===== config.mk =====
export PLATFORM = sky130hd
export DESIGN_NAME = vga_face_scheduler
export DESIGN_NICKNAME = d
export VERILOG_FILES = /design/src/rtl/vga_face_scheduler.sv
export SDC_FILE = /design/constraint.sdc
export NUM_CORES = 1
export LEC_CHECK = 0
export ABC_AREA = 1
export CAP_MARGIN = 20
export CORE_UTILIZATION = 44
export CTS_CLUSTER_DIAMETER = 200
export CTS_CLUSTER_SIZE = 12
export DETAILED_ROUTE_END_ITERATION = 10
export HOLD_SLACK_MARGIN = 0.05
export PLACE_DENSITY = 0.75
export SLEW_MARGIN = 10
export SYNTH_ARGS = -nofsm -noshare
export SYNTH_HDL_FRONTEND = slang
export SYNTH_SLANG_ARGS = --single-unit

===== constraint.sdc =====
create_clock -name clk -period 1.7 [get_ports clk]
set_input_delay 0.34 -clock clk [delete_from_list [all_inputs] [get_ports clk]]
set_output_delay 0.34 -clock clk [all_outputs]
set_load 0.01 [all_outputs]

===== src/rtl/vga_face_scheduler.sv =====
// Frame-synchronous face_select controller: queues face-change requests and commits them only at an
// accepted end-of-frame handshake, after a minimum hold. Optional idle auto-advance: VGA_FACE_AUTOCYCLE_EN.
module vga_face_scheduler #(
    parameter int         MIN_HOLD_FRAMES  = 30,
    parameter int         AUTO_IDLE_FRAMES = 600,
    parameter logic [1:0] DEFAULT_FACE     = 2'd0
) (
    input  logic        clk,
    input  logic        reset,
    input  logic        req_valid,
    input  logic [1:0]  req_face,
    input  logic        st_valid,
    input  logic        st_ready,
    input  logic        st_endofpacket,
    output logic [1:0]  face_select,
    output logic        switch_pulse,
    output logic        pending,
    output logic        req_error,
    output logic [15:0] frame_count
);

    localparam int HOLD_W = (MIN_HOLD_FRAMES > 0) ? $clog2(MIN_HOLD_FRAMES + 1) : 1;
    localparam logic [HOLD_W-1:0] HOLD_LAST = HOLD_W'(MIN_HOLD_FRAMES - 1);

    typedef enum logic {
        S_HOLD,
        S_ARMED
    } state_t;

    // With no hold configured the controller never leaves ARMED.
    localparam state_t POST_SWITCH_STATE = (MIN_HOLD_FRAMES == 0) ? S_ARMED : S_HOLD;

    state_t            state_q, state_d;
    logic [HOLD_W-1:0] hold_cnt_q, hold_cnt_d;
    logic [1:0]        face_select_q, face_select_d;
    logic [1:0]        pend_face_q, pend_face_d;
    logic              pending_q, pending_d;
    logic              switch_pulse_q, switch_pulse_d;
    logic              req_error_q, req_error_d;
    logic [15:0]       frame_count_q, frame_count_d;

    logic       eof;
    logic       legal_req;
    logic       eff_pending;
    logic [1:0] eff_face;

`ifdef VGA_FACE_AUTOCYCLE_EN
    localparam int IDLE_W = (AUTO_IDLE_FRAMES > 0) ? $clog2(AUTO_IDLE_FRAMES + 1) : 1;
    localparam logic [IDLE_W-1:0] IDLE_LAST = IDLE_W'(AUTO_IDLE_FRAMES - 1);

    logic [IDLE_W-1:0] idle_cnt_q, idle_cnt_d;
`endif

    always_comb begin
        eof       = st_valid & st_ready & st_endofpacket;
        legal_req = req_valid & (req_face != 2'd3);

        // A request in the same cycle as eof is folded in before the commit decision.
        eff_pending = pending_q;
        eff_face    = pend_face_q;
        if (legal_req) begin
            if (req_face == face_select_q) begin
                eff_pending = 1'b0;
            end else begin
                eff_pending = 1'b1;
                eff_face    = req_face;
            end
        end

        state_d        = state_q;
        hold_cnt_d     = hold_cnt_q;
        face_select_d  = face_select_q;
        pend_face_d    = eff_face;
        pending_d      = eff_pending;
        switch_pulse_d = 1'b0;
        req_error_d    = req_valid & (req_face == 2'd3);
        frame_count_d  = eof ? frame_count_q + 16'd1 : frame_count_q;

`ifdef VGA_FACE_AUTOCYCLE_EN
        // Saturates so a long HOLD still advances on the first ARMED frame boundary.
        idle_cnt_d = idle_cnt_q;
        if (legal_req) begin
            idle_cnt_d = '0;
        end else if (eof && (idle_cnt_q != IDLE_LAST)) begin
            idle_cnt_d = idle_cnt_q + 1'b1;
        end
`endif

        if (eof) begin
            case (state_q)
                S_HOLD: begin
                    if (hold_cnt_q == HOLD_LAST) begin
                        state_d = S_ARMED;
                    end else begin
                        hold_cnt_d = hold_cnt_q + 1'b1;
                    end
                end
                S_ARMED: begin
                    if (eff_pending) begin
                        face_select_d  = eff_face;
                        pending_d      = 1'b0;
                        switch_pulse_d = 1'b1;
                        hold_cnt_d     = '0;
                        state_d        = POST_SWITCH_STATE;
                    end
`ifdef VGA_FACE_AUTOCYCLE_EN
                    else if (!legal_req && (idle_cnt_q == IDLE_LAST)) begin
                        face_select_d  = (face_select_q >= 2'd2) ? 2'd0 : face_select_q + 2'd1;
                        switch_pulse_d = 1'b1;
                        hold_cnt_d     = '0;
                        idle_cnt_d     = '0;
                        state_d        = POST_SWITCH_STATE;
                    end
`endif
                end
                default: state_d = POST_SWITCH_STATE;
            endcase
        end
    end

    always_ff @(posedge clk) begin
        if (reset) begin
            state_q        <= POST_SWITCH_STATE;
            hold_cnt_q     <= '0;
            face_select_q  <= DEFAULT_FACE;
            pend_face_q    <= DEFAULT_FACE;
            pending_q      <= 1'b0;
            switch_pulse_q <= 1'b0;
            req_error_q    <= 1'b0;
            frame_count_q  <= 16'd0;
        end else begin
            state_q        <= state_d;
            hold_cnt_q     <= hold_cnt_d;
            face_select_q  <= face_select_d;
            pend_face_q    <= pend_face_d;
            pending_q      <= pending_d;
            switch_pulse_q <= switch_pulse_d;
            req_error_q    <= req_error_d;
            frame_count_q  <= frame_count_d;
        end
    end

`ifdef VGA_FACE_AUTOCYCLE_EN
    always_ff @(posedge clk) begin
        if (reset) begin
            idle_cnt_q <= '0;
        end else begin
            idle_cnt_q <= idle_cnt_d;
        end
    end
`endif

    assign face_select  = face_select_q;
    assign switch_pulse = switch_pulse_q;
    assign pending      = pending_q;
    assign req_error    = req_error_q;
    assign frame_count  = frame_count_q;

endmodule


Word level (Yosys, flattened, before mapping)

Index checks and enable logic that the tools add are counted.

Flip-flop bits (word level): 29
Input bits: 8
Output and inout port bits: 21
Logic and storage cells: 38

Add/sub/neg operators: 2
Eq/ne operators: 6
Muxes and demuxes: 13
Bitwise gates (word level): 6
Reductions and logical operators: 3

Operators by type and width:

| kind                                                             | count |
|---|---|
| 16-bit by 1-bit adder with 16-bit output (second input constant) | 1 |
| 5-bit 2-to-1 mux                                                 | 2 |
| 5-bit case mux with 2 select lines                               | 1 |
| 1-bit 2-to-1 mux                                                 | 7 |
| 3-bit AND reduction                                              | 2 |
| 5-bit by 1-bit adder with 5-bit output (second input constant)   | 1 |
| 5-bit equality test (second input constant)                      | 1 |
| 1-bit AND                                                        | 4 |
| 2-bit 2-to-1 mux                                                 | 2 |
| 2-bit != test (second input constant)                            | 2 |
| 3-bit OR reduction                                               | 1 |
| 2-bit equality test                                              | 1 |
| 2-bit equality test (second input constant)                      | 1 |
| 2-bit by 1-bit != test with 1-bit output (second input constant) | 1 |
| 1-bit NOT                                                        | 2 |
| 1-bit case mux with 2 select lines                               | 1 |

Logic depth before layout (Yosys ltp)

Word-level depth: 5
Mapped depth: 10

Least setup slack after synthesis

Ideal clock, no wire load.

Kind: flip-flop to flip-flop
From: reg frame_count_q[0], in the netlist frame_count[0]
To: reg frame_count_q[12], in the netlist frame_count[12]
Data arrival time: 1207 ps
Slack: 379 ps
Stages on the path, launching flop included: 9
Path buffers: 0
Path through: dfxtp_1 -> ha_1 -> nand2_1 -> nor2_4 -> nand3_4 -> nor2_2 -> nand2_1 -> nand2_1 -> nor2_1

Longest elaborated chain between the ends: 1

RTL lines:

| element                                  | line | source |
|---|---|---|
| start, declared                          | 40   | `logic [15:0] frame_count_q, frame_count_d;` |
| start signal, assigned                   | 139  | `frame_count_q <= frame_count_d;` |
| 16-bit by 1-bit adder with 16-bit output | 77   | `frame_count_d = eof ? frame_count_q + 16'd1 : frame_count_q;` |

No other way between the ends.
A chain may end at the register's enable or synchronous reset.

Final worst setup path

From: reg frame_count_q[7], in the netlist frame_count[7]
To: out frame_count[7]

RTL lines:

| element       | line | source |
|---|---|---|
| end, declared | 19   | `output logic [15:0] frame_count` |

No word-level cell between the ends.

==> impl_metrics.csv <==
group,metric,value,unit
status,status,"completed",
yosys,yosys.cell_count.top_type,"nand2_1",
critical_path,crit_path_start_kind,"flop",
pwr,leakage,0.803,nW
critical_path,max_stage_delay,0.56,ns
critical_path,worstSetupPathType,"flop to primary output",
yosys,yosysWarnings,0,
detailed_routing,dr.pass1.iters,5,
layout,nets,250,
clock_network,cts.path.max_buffers,2,
critical_path,critical_path.slowest_cell,"clkdlybuf4s50_1",
yosys,netlist_area,1480,µm²
yosys,synth_top_area_share,39.3,%
clock_network,clock_latency,0.34,ns
layout,fillers,292,
clock_network,cts.sinks,29,
min_path,holdPathStages,1,
yosys,ys_seq_elements,29,
timing,fin_hold_ws,0.472,ns
global_routing,grt_pass1_wl,5070,µm
critical_path,r2r_cells,8,
pwr,seqPwrFrac,49.3,%
layout,finalNonFillerCells,284,
flow_run,max_cap_viol_count,0,
die,die_h,59.9,µm
clock_network,cts_made_buffers,5,
yosys,ys_top_cells_by_count,"39 x nand2_1, 29 x dfxtp_1, 26 x inv_1",
pwr,combPwrFrac,8.9,%
yosys,synth_edf_count,0,
critical_path,crit_fanout,4,
die,die_x,59.9,µm
yosys,synth_ff_type,"dfxtp_1",
layout,final_util,62.7,%
timing,finalClockSkew,0.0137,ns
pwr,p_switching,328,µW
placement,portBuffers,28,
clock_network,ctsRootBufferMaster,"clkbuf_4",
detailed_routing,wl_met3,126,µm
pwr,clkPwrFrac,41.9,%
critical_path,end_kind,"primary output",
timing,finalMaxSlewViolations,0,
pwr,p_per_area,729,nW/µm²
timing,rsz0062_at_grt,"no",
pwr,swShare,22.9,%
detailed_routing,wire_per_inst,10.5,µm
detailed_routing,drt_iter0_drc,52,
layout,diodes,0,
global_routing,grt_max_degree,20,
clock_network,path_clk_slew,0.10,ns
detailed_routing,wl_met2,1320,µm
detailed_routing,drcViolationCount,0,
detailed_routing,vias,1326,
global_routing,overflow,0,
global_routing,antenna_found_initial,0,
pwr,internal_power,1.10,mW
die,coreArea,3130,µm²
layout,drive_gt1_share,19.6,%
timing,fin_crit_sh,96.7,%
detailed_routing,routed_wl,2980,µm
min_path,worstHoldPathType,"flop to flop",
detailed_routing,ant_nets,0,
timing,min_period,1.64,ns
critical_path,crit_family,"buffers and inverters",
yosys,netlist.top_cell.by_area,"dfxtp_1",
placement,place_inst,276,
timing,max_freq,0.608,GHz
detailed_routing,viasPerCell,4.67,
pwr,vdd_drop_max,419,µV
critical_path,cp.arrival,1.30,ns
placement,gp_congestion,0.781,
placement,hpwl,2170,µm
pwr,p_total,1.43,mW
layout,area_growth,32.9,%
clock_network,cts_max_level,2,
timing,slew_headroom,81.2,%
yosys,ys_seq_area_share,39.3,%
clock_network,cts_tree,"done",
critical_path,path_depth,1,
global_routing,track_usage,19.0,%
detailed_routing,met1Wirelength,1490,µm
timing,setup_viol,0,
critical_path,cp.buffers_inverters,1,
detailed_routing,topRoutingLayerUsed,"met4",
critical_path,path_cells,"clkdlybuf4s50_1",
yosys,ys_top_cells_by_area,"dfxtp_1 39%, nand2_1 9.9%, inv_1 6.6%, a21oi_1 5.8%, nor2_1 5.6%",
yosys,synth_nets,208,
timing,tightest_slew,0.279,ns
yosys,synth-async-reset-ratio,0,%
global_routing,grt_pass1_vias,1155,
yosys,ys_types,26,
die,rows,20,
yosys,syn_inst,197,
die,dieArea,3590,µm²
timing,final-hold-violation-count,0,
die,boundaryPins,29,
yosys,synth_area_per_cell,7.49,µm²
die,start_util,47.2,%
critical_path,worstPathRequired,1.36,ns
## area by class of cell
class	instances	area, µm²	share of cell area, %
clock buffers	7	55.1	2.81
inverters	29	109	5.55
clock inverters	1	30.0	1.53
well taps	44	55.1	2.81
repair buffers	37	348	17.7
flip-flops and latches	29	588	30.0
multi-input cells	137	777	39.6
## registers in the layout (all words and copies together), names as in the netlist
signal,flops
face_select,2
state_q,1
req_error,1
switch_pulse,1
frame_count,16
pend_face_q,2
pending,1
hold_cnt_q,5
## final timing paths
path / startpoint / to / slack [ns]
worst max-delay path: frame_count[7] / frame_count[7] / 0.06
worst min-delay path: frame_count[3] / frame_count[3] / 0.47
worst max register to register: frame_count[0] / frame_count[12] / 0.33
worst min register to register: frame_count[3] / frame_count[3] / 0.47
## cells by family (layout without fill, tap and decap cells)
group | count (synthesis) | after routing | share of synthesized area (%)
buffers and inverters | 31 | 74 | 8.05
adders and majority gates | 3 | 3 | 2.54
and+or+nand+nor | 103 | 103 | 38.7
DFF | 29 | 29 | 39.3
AOI/OAI and AO/OA | 31 | 31 | 11.4
## repair_timing
action,4_1_cts,5_1_grt
endpoints found under the setup margin,1,5
hold buffers,0,0
pin swaps,0,0
buffers inserted,0,0
resized for setup,1,5
## power groups by stage
| stage | Clock, mW | Sequential (mW) | Combinational, mW |
|---|---|---|---|
| after floorplan | 0 | 0.720 | 0.0715 |
| after global placement | 0 | 0.720 | 0.124 |
| after detailed placement | 0 | 0.720 | 0.126 |
| after CTS | 0.612 | 0.705 | 0.127 |
| after global routing | 0.658 | 0.708 | 0.141 |
| final | 0.599 | 0.705 | 0.127 |
## placed cells by master, fill, tap and decap left out, types with 2 or more instances in the layout
| master | count |
|---|---|
| a21oi_1 | 17 |
| a21oi_2 | 2 |
| buf_4 | 9 |
| clkbuf_4 | 5 |
| clkdlybuf4s50_1 | 28 |
| dfxtp_1 | 23 |
| dfxtp_2 | 6 |
| ha_1 | 3 |
| inv_1 | 26 |
| inv_2 | 2 |
| nand2_1 | 39 |
| nand2_2 | 3 |
| nand3_1 | 12 |
| nand3_2 | 2 |
| nand3_4 | 4 |
| nand4_1 | 3 |
| nor2_1 | 22 |
| nor2_2 | 3 |
| nor2_4 | 4 |
| nor3_1 | 4 |
| nor3_2 | 2 |
| o21a_1 | 2 |
| o21ai_0 | 10 |
## routing by layer
| metal | vias to the layer above | track usage, % |
|---|---|---|
| met5 | - | 0 |
| met4 | 0 | 6.98 |
| met3 | 4 | 5.84 |
| met2 | 29 | 28.4 |
| met1 | 568 | 25.7 |
| li1 | 725 | - |
## per-stage QoR
step | instance area, µm² | worst slack [ns] | setup TNS [ns]
after floorplan | 1480 | 0.379 | 0
after CTS | 1960 | 0.00536 | 0
after detailed placement | 1870 | -0.0564 | -0.243
final | 1960 | 0.0562 | 0
after global placement | 1870 | -0.0221 | -0.0418
after global routing | 1960 | 0.00438 | 0
Power figures use the tool's default switching activity.
